File: src/rtl/ram_memory_game.sv
// ram_memory_game: memory-tester game run after the password block grants
// RAM_access. Each round fills an 8x4 register RAM from an 8-bit LFSR,
// flashes the symbols on the display, then checks the player's entries and
// keeps a saturating score until logout.
// Optional build macro: GAME_TIMEOUT_EN adds an entry timeout of
// TIMEOUT_CYCLES cycles in the ENTER phase; without it ENTER waits forever.
//
// Display qualifier: display_valid is high exactly while display carries a
// sequence symbol; display is forced to 0 whenever display_valid is low.
// There is no back-pressure, so the viewer must sample every shown cycle.

module ram_memory_game #(
  parameter int         SEQ_LEN        = 4,
  parameter int         SHOW_CYCLES    = 8,
  parameter logic [7:0] LFSR_SEED      = 8'hA5,
  parameter int         TIMEOUT_CYCLES = 64
) (
  input  logic       clock,
  input  logic       rst,
  input  logic       RAM_access,
  input  logic       rng_button,
  input  logic       enter_button,
  input  logic       log_out,
  input  logic [3:0] toggle_entry,
  output logic [3:0] display,
  output logic       display_valid,
  output logic       busy,
  output logic       round_pass,
  output logic       round_fail,
  output logic [3:0] score
);

  typedef enum logic [2:0] {
    S_IDLE,
    S_GEN,
    S_SHOW,
    S_GAP,
    S_ENTER,
    S_PASS,
    S_FAIL
  } state_t;

  localparam logic [2:0] LAST_IDX = 3'(SEQ_LEN - 1);
  localparam int CW = $clog2(SHOW_CYCLES + 1);
  localparam logic [CW-1:0] SHOW_LAST = CW'(SHOW_CYCLES - 1);

  state_t        state;
  logic [7:0]    lfsr;
  logic          rng_q;
  logic          enter_q;
  logic          rng_edge;
  logic          enter_edge;
  logic [2:0]    idx;
  logic [CW-1:0] cnt;
  logic [3:0]    mem [0:7];

`ifdef GAME_TIMEOUT_EN
  localparam int TW = $clog2(TIMEOUT_CYCLES + 1);
  localparam logic [TW-1:0] TMO_LAST = TW'(TIMEOUT_CYCLES - 1);
  logic [TW-1:0] tmo_cnt;
`else
  logic [31:0] unused_timeout_cfg;
  assign unused_timeout_cfg = 32'(TIMEOUT_CYCLES);
`endif

  assign rng_edge   = rng_button & ~rng_q;
  assign enter_edge = enter_button & ~enter_q;

  // Free-running Fibonacci LFSR, x^8+x^6+x^5+x^4+1; the seed is non-zero so it never locks up
  always_ff @(posedge clock) begin
    if (!rst) lfsr <= LFSR_SEED;
    else      lfsr <= {lfsr[6:0], lfsr[7] ^ lfsr[5] ^ lfsr[4] ^ lfsr[3]};
  end

  // Previous-cycle copies of the buttons for rising-edge detection
  always_ff @(posedge clock) begin
    if (!rst) begin
      rng_q   <= 1'b0;
      enter_q <= 1'b0;
    end else begin
      rng_q   <= rng_button;
      enter_q <= enter_button;
    end
  end

  // Symbol RAM: filled one entry per cycle while generating; contents survive reset
  always_ff @(posedge clock) begin
    if (rst && (state == S_GEN)) mem[idx] <= lfsr[3:0];
  end

  // Game FSM with registered outputs; logout beats access loss beats normal flow
  always_ff @(posedge clock) begin
    if (!rst) begin
      state         <= S_IDLE;
      idx           <= 3'd0;
      cnt           <= '0;
      display       <= 4'd0;
      display_valid <= 1'b0;
      busy          <= 1'b0;
      round_pass    <= 1'b0;
      round_fail    <= 1'b0;
      score         <= 4'd0;
`ifdef GAME_TIMEOUT_EN
      tmo_cnt       <= '0;
`endif
    end else if (log_out || !RAM_access) begin
      state         <= S_IDLE;
      idx           <= 3'd0;
      cnt           <= '0;
      display       <= 4'd0;
      display_valid <= 1'b0;
      busy          <= 1'b0;
      round_pass    <= 1'b0;
      round_fail    <= 1'b0;
      if (log_out) score <= 4'd0;
    end else begin
      case (state)
        S_IDLE: begin
          if (rng_edge) begin
            state      <= S_GEN;
            idx        <= 3'd0;
            round_pass <= 1'b0;
            round_fail <= 1'b0;
            busy       <= 1'b1;
          end
        end
        S_GEN: begin
          if (idx == LAST_IDX) begin
            // First symbol goes out on the same edge as the last write;
            // with a one-symbol sequence it is the value being written now.
            state         <= S_SHOW;
            idx           <= 3'd0;
            cnt           <= '0;
            display       <= (idx == 3'd0) ? lfsr[3:0] : mem[0];
            display_valid <= 1'b1;
          end else begin
            idx <= idx + 3'd1;
          end
        end
        S_SHOW: begin
          if (cnt == SHOW_LAST) begin
            state         <= S_GAP;
            cnt           <= '0;
            display       <= 4'd0;
            display_valid <= 1'b0;
          end else begin
            cnt <= cnt + 1'b1;
          end
        end
        S_GAP: begin
          if (cnt == SHOW_LAST) begin
            cnt <= '0;
            if (idx == LAST_IDX) begin
              state <= S_ENTER;
              idx   <= 3'd0;
`ifdef GAME_TIMEOUT_EN
              tmo_cnt <= '0;
`endif
            end else begin
              state         <= S_SHOW;
              idx           <= idx + 3'd1;
              display       <= mem[idx + 3'd1];
              display_valid <= 1'b1;
            end
          end else begin
            cnt <= cnt + 1'b1;
          end
        end
        S_ENTER: begin
          if (enter_edge) begin
`ifdef GAME_TIMEOUT_EN
            tmo_cnt <= '0;
`endif
            if (toggle_entry != mem[idx]) begin
              state <= S_FAIL;
              busy  <= 1'b0;
            end else if (idx == LAST_IDX) begin
              state <= S_PASS;
              busy  <= 1'b0;
            end else begin
              idx <= idx + 3'd1;
            end
          end
`ifdef GAME_TIMEOUT_EN
          else if (tmo_cnt == TMO_LAST) begin
            state <= S_FAIL;
            busy  <= 1'b0;
          end else begin
            tmo_cnt <= tmo_cnt + 1'b1;
          end
`endif
        end
        S_PASS: begin
          round_pass <= 1'b1;
          score      <= (score == 4'd15) ? 4'd15 : score + 4'd1;
          state      <= S_IDLE;
        end
        S_FAIL: begin
          round_fail <= 1'b1;
          state      <= S_IDLE;
        end
        default: begin
          state <= S_IDLE;
          busy  <= 1'b0;
        end
      endcase
    end
  end

endmodule

File: config.mk
export PLATFORM = sky130hd
export DESIGN_NAME = ram_memory_game
export DESIGN_NICKNAME = d
export VERILOG_FILES = /design/src/rtl/ram_memory_game.sv
export SDC_FILE = /design/constraint.sdc
export NUM_CORES = 1
export LEC_CHECK = 0
export ABC_AREA = 1
export BUFFER_PORTS_ARGS = -buffer_cell sky130_fd_sc_hd__clkbuf_2
export CELL_PAD_IN_SITES_DETAIL_PLACEMENT = 2
export CELL_PAD_IN_SITES_GLOBAL_PLACEMENT = 2
export CORE_UTILIZATION = 35
export DETAILED_ROUTE_END_ITERATION = 12
export PLACE_DENSITY = 0.84
export SLEW_MARGIN = 25
export SYNTH_ARGS = -nofsm -noshare
export SYNTH_HDL_FRONTEND = slang
export SYNTH_SLANG_ARGS = --single-unit
File: constraint.sdc
create_clock -name clock -period 3.4 [get_ports clock]
set_input_delay 0.17 -clock clock [delete_from_list [all_inputs] [get_ports clock]]
set_output_delay 0.17 -clock clock [all_outputs]
set_load 0.1 [all_outputs]
==> flow_metrics.tcl <==
set metrics [dict create \
    path_clk_slew_ns 0.09 \
    crit_fanout 20 \
    synthArstFlopShare_pct 0 \
    h-tree-depth 3 \
    p_leak_nw 1.646 \
    power.density_nw_per_um2 472.5 \
    drive_above_1_share_pct 12.34 \
    cts_tree "done" \
    dieArea_sq_um 10220 \
    yosys_warnings 0 \
    mappedNetlistNets 452 \
    avgViaCountPerCell 5.154 \
    cp.required_ns 3.69 \
    ant_nets 0 \
    synth_ff_type "dfxtp_1" \
    max-clock-path-buffers 2 \
    status "complete, no violations" \
    yosys.area.top_type "edfxtp_1" \
    antenna_found_initial 0 \
    grt_max_degree 21 \
    synth.most_common_cell "nand2_1" \
    avgSynthCellArea_sq_um 7.880 \
    diodes 0 \
    netlist_area_sq_um 3436 \
    setup.worst_path.start_class "flip-flop" \
    final_max_slew_viol_count 0 \
    fmax_mhz 357.1 \
    first_pass_iters 4 \
    rsz0062_at_grt "false" \
    io_buffers 21 \
    final-instance-count-excl-fill 591 \
    drt_wl_total_microns 11370 \
    start_util_pct 36.66 \
    numCtsBuffers 9 \
    dp_cells 575 \
    fin_skew_ns 0.008514 \
    postCtsHoldBufs 0 \
    rrSetupSlack_ns 0.60 \
    layout.nets 473 \
    drc 0 \
    slowest_stage "dfxtp_1" \
    clkSinkCount 67 \
    cts_resized 0 \
    crit_type "reg -> reg" \
    syn2layout_area_growth_pct 12.09 \
    r2r-end "display[3]" \
    fp.coreArea_sq_um 9371 \
    yosysUniqueCellTypes 36 \
    tightest_slew_ns 0.7462 \
    root_buffer "clkbuf_8" \
    reg2regPathDepth 8 \
    synth_edf_count 32 \
    hold_viol_final 0 \
    fillers 1133 \
    end_kind "flip-flop" \
    dp_hpwl_microns 8631 \
    post_cts_buffers 0 \
    grt_pass1_wl_microns 18060 \
    gp_congestion 0.9434 \
    drt_iter0_markers 175 \
    vdd_drop_max_mv 0.2355 \
    die_w_microns 101.1 \
    post-route-min-period_ns 2.800 \
    fin_crit_sh_pct 82.36 \
    io_pins 22 \
    finalPower_w 0.001820 \
    die_y_microns 101.1 \
    yosysSeqAreaShare_pct 48.36 \
    hold_class "in -> reg" \
    reg2reg_from "idx[0]" \
    clock_latency_ns 0.37 \
    crit_end "display[3]" \
    cp.arrival_ns 3.09 \
    fin_util_pct 41.09 \
    synth.area.top_cells "edfxtp_1, dfxtp_1, nand2_1" \
    netlist.area_leader.share_pct 27.97 \
    grt_pass1_vias 3264 \
    worstPathCellList "inv_1 > ha_1 > clkinv_1 > a21oi_1 > o21ai_0 > nand2_1 > o211ai_1 > a31oi_1" \
    whs_path_depth 3 \
    vias 3046 \
    grt_use_total_pct 24.40 \
    setup-tns-final_ns 0 \
    ys_ff_latch 67 \
    wl_per_cell_microns 19.24 \
    startpoint "idx[0]" \
    num_rows 35 \
    cap_viol_max_count 0 \
    place_area_sq_um 3621 \
    overflow 0 \
    postSynthCellCount 436 \
    cp_slowest_stage_delay_ns 0.68 \
    max_slew_margin_pct 50.18 \
    ys_top_cells_by_count "nand2_1, inv_1, nor2_1, o21ai_0, dfxtp_1" \
    design_area_sq_um 3851 \
    setup_violations 0 \
]
## area by class of cell
| cell class | count | area [sq um] | share of cell area (%) |
|---|---|---|---|
| Sequential cell | 67 | 1662 | 43.14 |
| Clock buffer | 9 | 123.9 | 3.216 |
| Timing Repair Buffer | 22 | 112.6 | 2.924 |
| Multi-Input combinational cell | 283 | 1403 | 36.42 |
| Tap cell | 129 | 161.4 | 4.191 |
| Inverter | 74 | 282.8 | 7.342 |
| Clock inverter | 7 | 106.4 | 2.762 |
## cells by family after synthesis
group	count (synthesis)	share of synthesized area, %
AO/OA/AOI/OAI	85	13.47
buffers and inverters	86	10.82
adder cells (fa/ha/maj)	6	2.185
AND/OR/NAND/NOR	189	24.40
flip-flops	67	48.36
XOR/XNOR	3	0.7649
## critical path, delay by kind of cell, from the launching register on
family,cells,cell delay (ns)
DFF,1,0.68
adders and majority gates,1,0.58
buffers and inverters,2,0.74
and+or+nand+nor,1,0.11
AOI/OAI and AO/OA,4,0.62
## stage by stage
| step | setup slack [ns] | hold WS (ns) |
|---|---|---|
| 6_report | 0.5997 | 0.02090 |
| 3_3_place_gp | 0.9990 | 0.3743 |
| 4_1_cts | 0.6509 | 0.01686 |
| 5_1_grt | 0.3518 | 0.03522 |
| 3_5_place_dp | 0.7264 | 0.3995 |
| 2_1_floorplan | 1.318 | 0.2635 |
## report_power, final
group | internal [W] | total, W | switching [W]
Sequential | 0.000862 | 0.000888 | 0.0000257
Clock | 0.000427 | 0.000798 | 0.000371
Combinational | 0.0000413 | 0.000133 | 0.0000920
## placed cells by master (no fill, tap or decap), types with 4 or more instances in the layout
| master | instances |
|---|---|
| edfxtp_1 | 32 |
| or2_2 | 4 |
| inv_6 | 4 |
| o211ai_1 | 5 |
| dfxtp_1 | 35 |
| clkbuf_2 | 21 |
| ha_1 | 6 |
| nand2_1 | 96 |
| clkbuf_8 | 9 |
| a21oi_1 | 34 |
| o21ai_0 | 36 |
| nand2_2 | 5 |
| a31oi_1 | 4 |
| nor2_2 | 4 |
| inv_1 | 71 |
| nand3_1 | 34 |
| nor2_1 | 36 |
## metal layers
metal	GRT usage [%]	vias to the layer above	share of wire [%]
met4	9.588	0	2.6
met2	40.40	56	49
met5	0	-	0
li1	-	1466	-
met3	3.398	22	3.2
met1	32.14	1502	45
## state kept, by name, indices dropped and copies added, names as in the netlist, named ones only
register / flops
idx: 3
state: 3
lfsr: 8
cnt: 4
busy: 1
round_pass: 1
round_fail: 1
score: 4
display: 4
enter_q: 1
display_valid: 1
rng_q: 1
mem: 32
## worst min path at each step
stage               to  slack, ns    startpoint
2_1_floorplan  enter_q       0.26  enter_button
3_3_place_gp   enter_q       0.37  enter_button
3_5_place_dp   enter_q       0.40  enter_button
4_1_cts        enter_q       0.02  enter_button
5_1_grt        enter_q       0.04  enter_button
6_report       enter_q       0.02  enter_button
(Power assumes the default switching activity.)
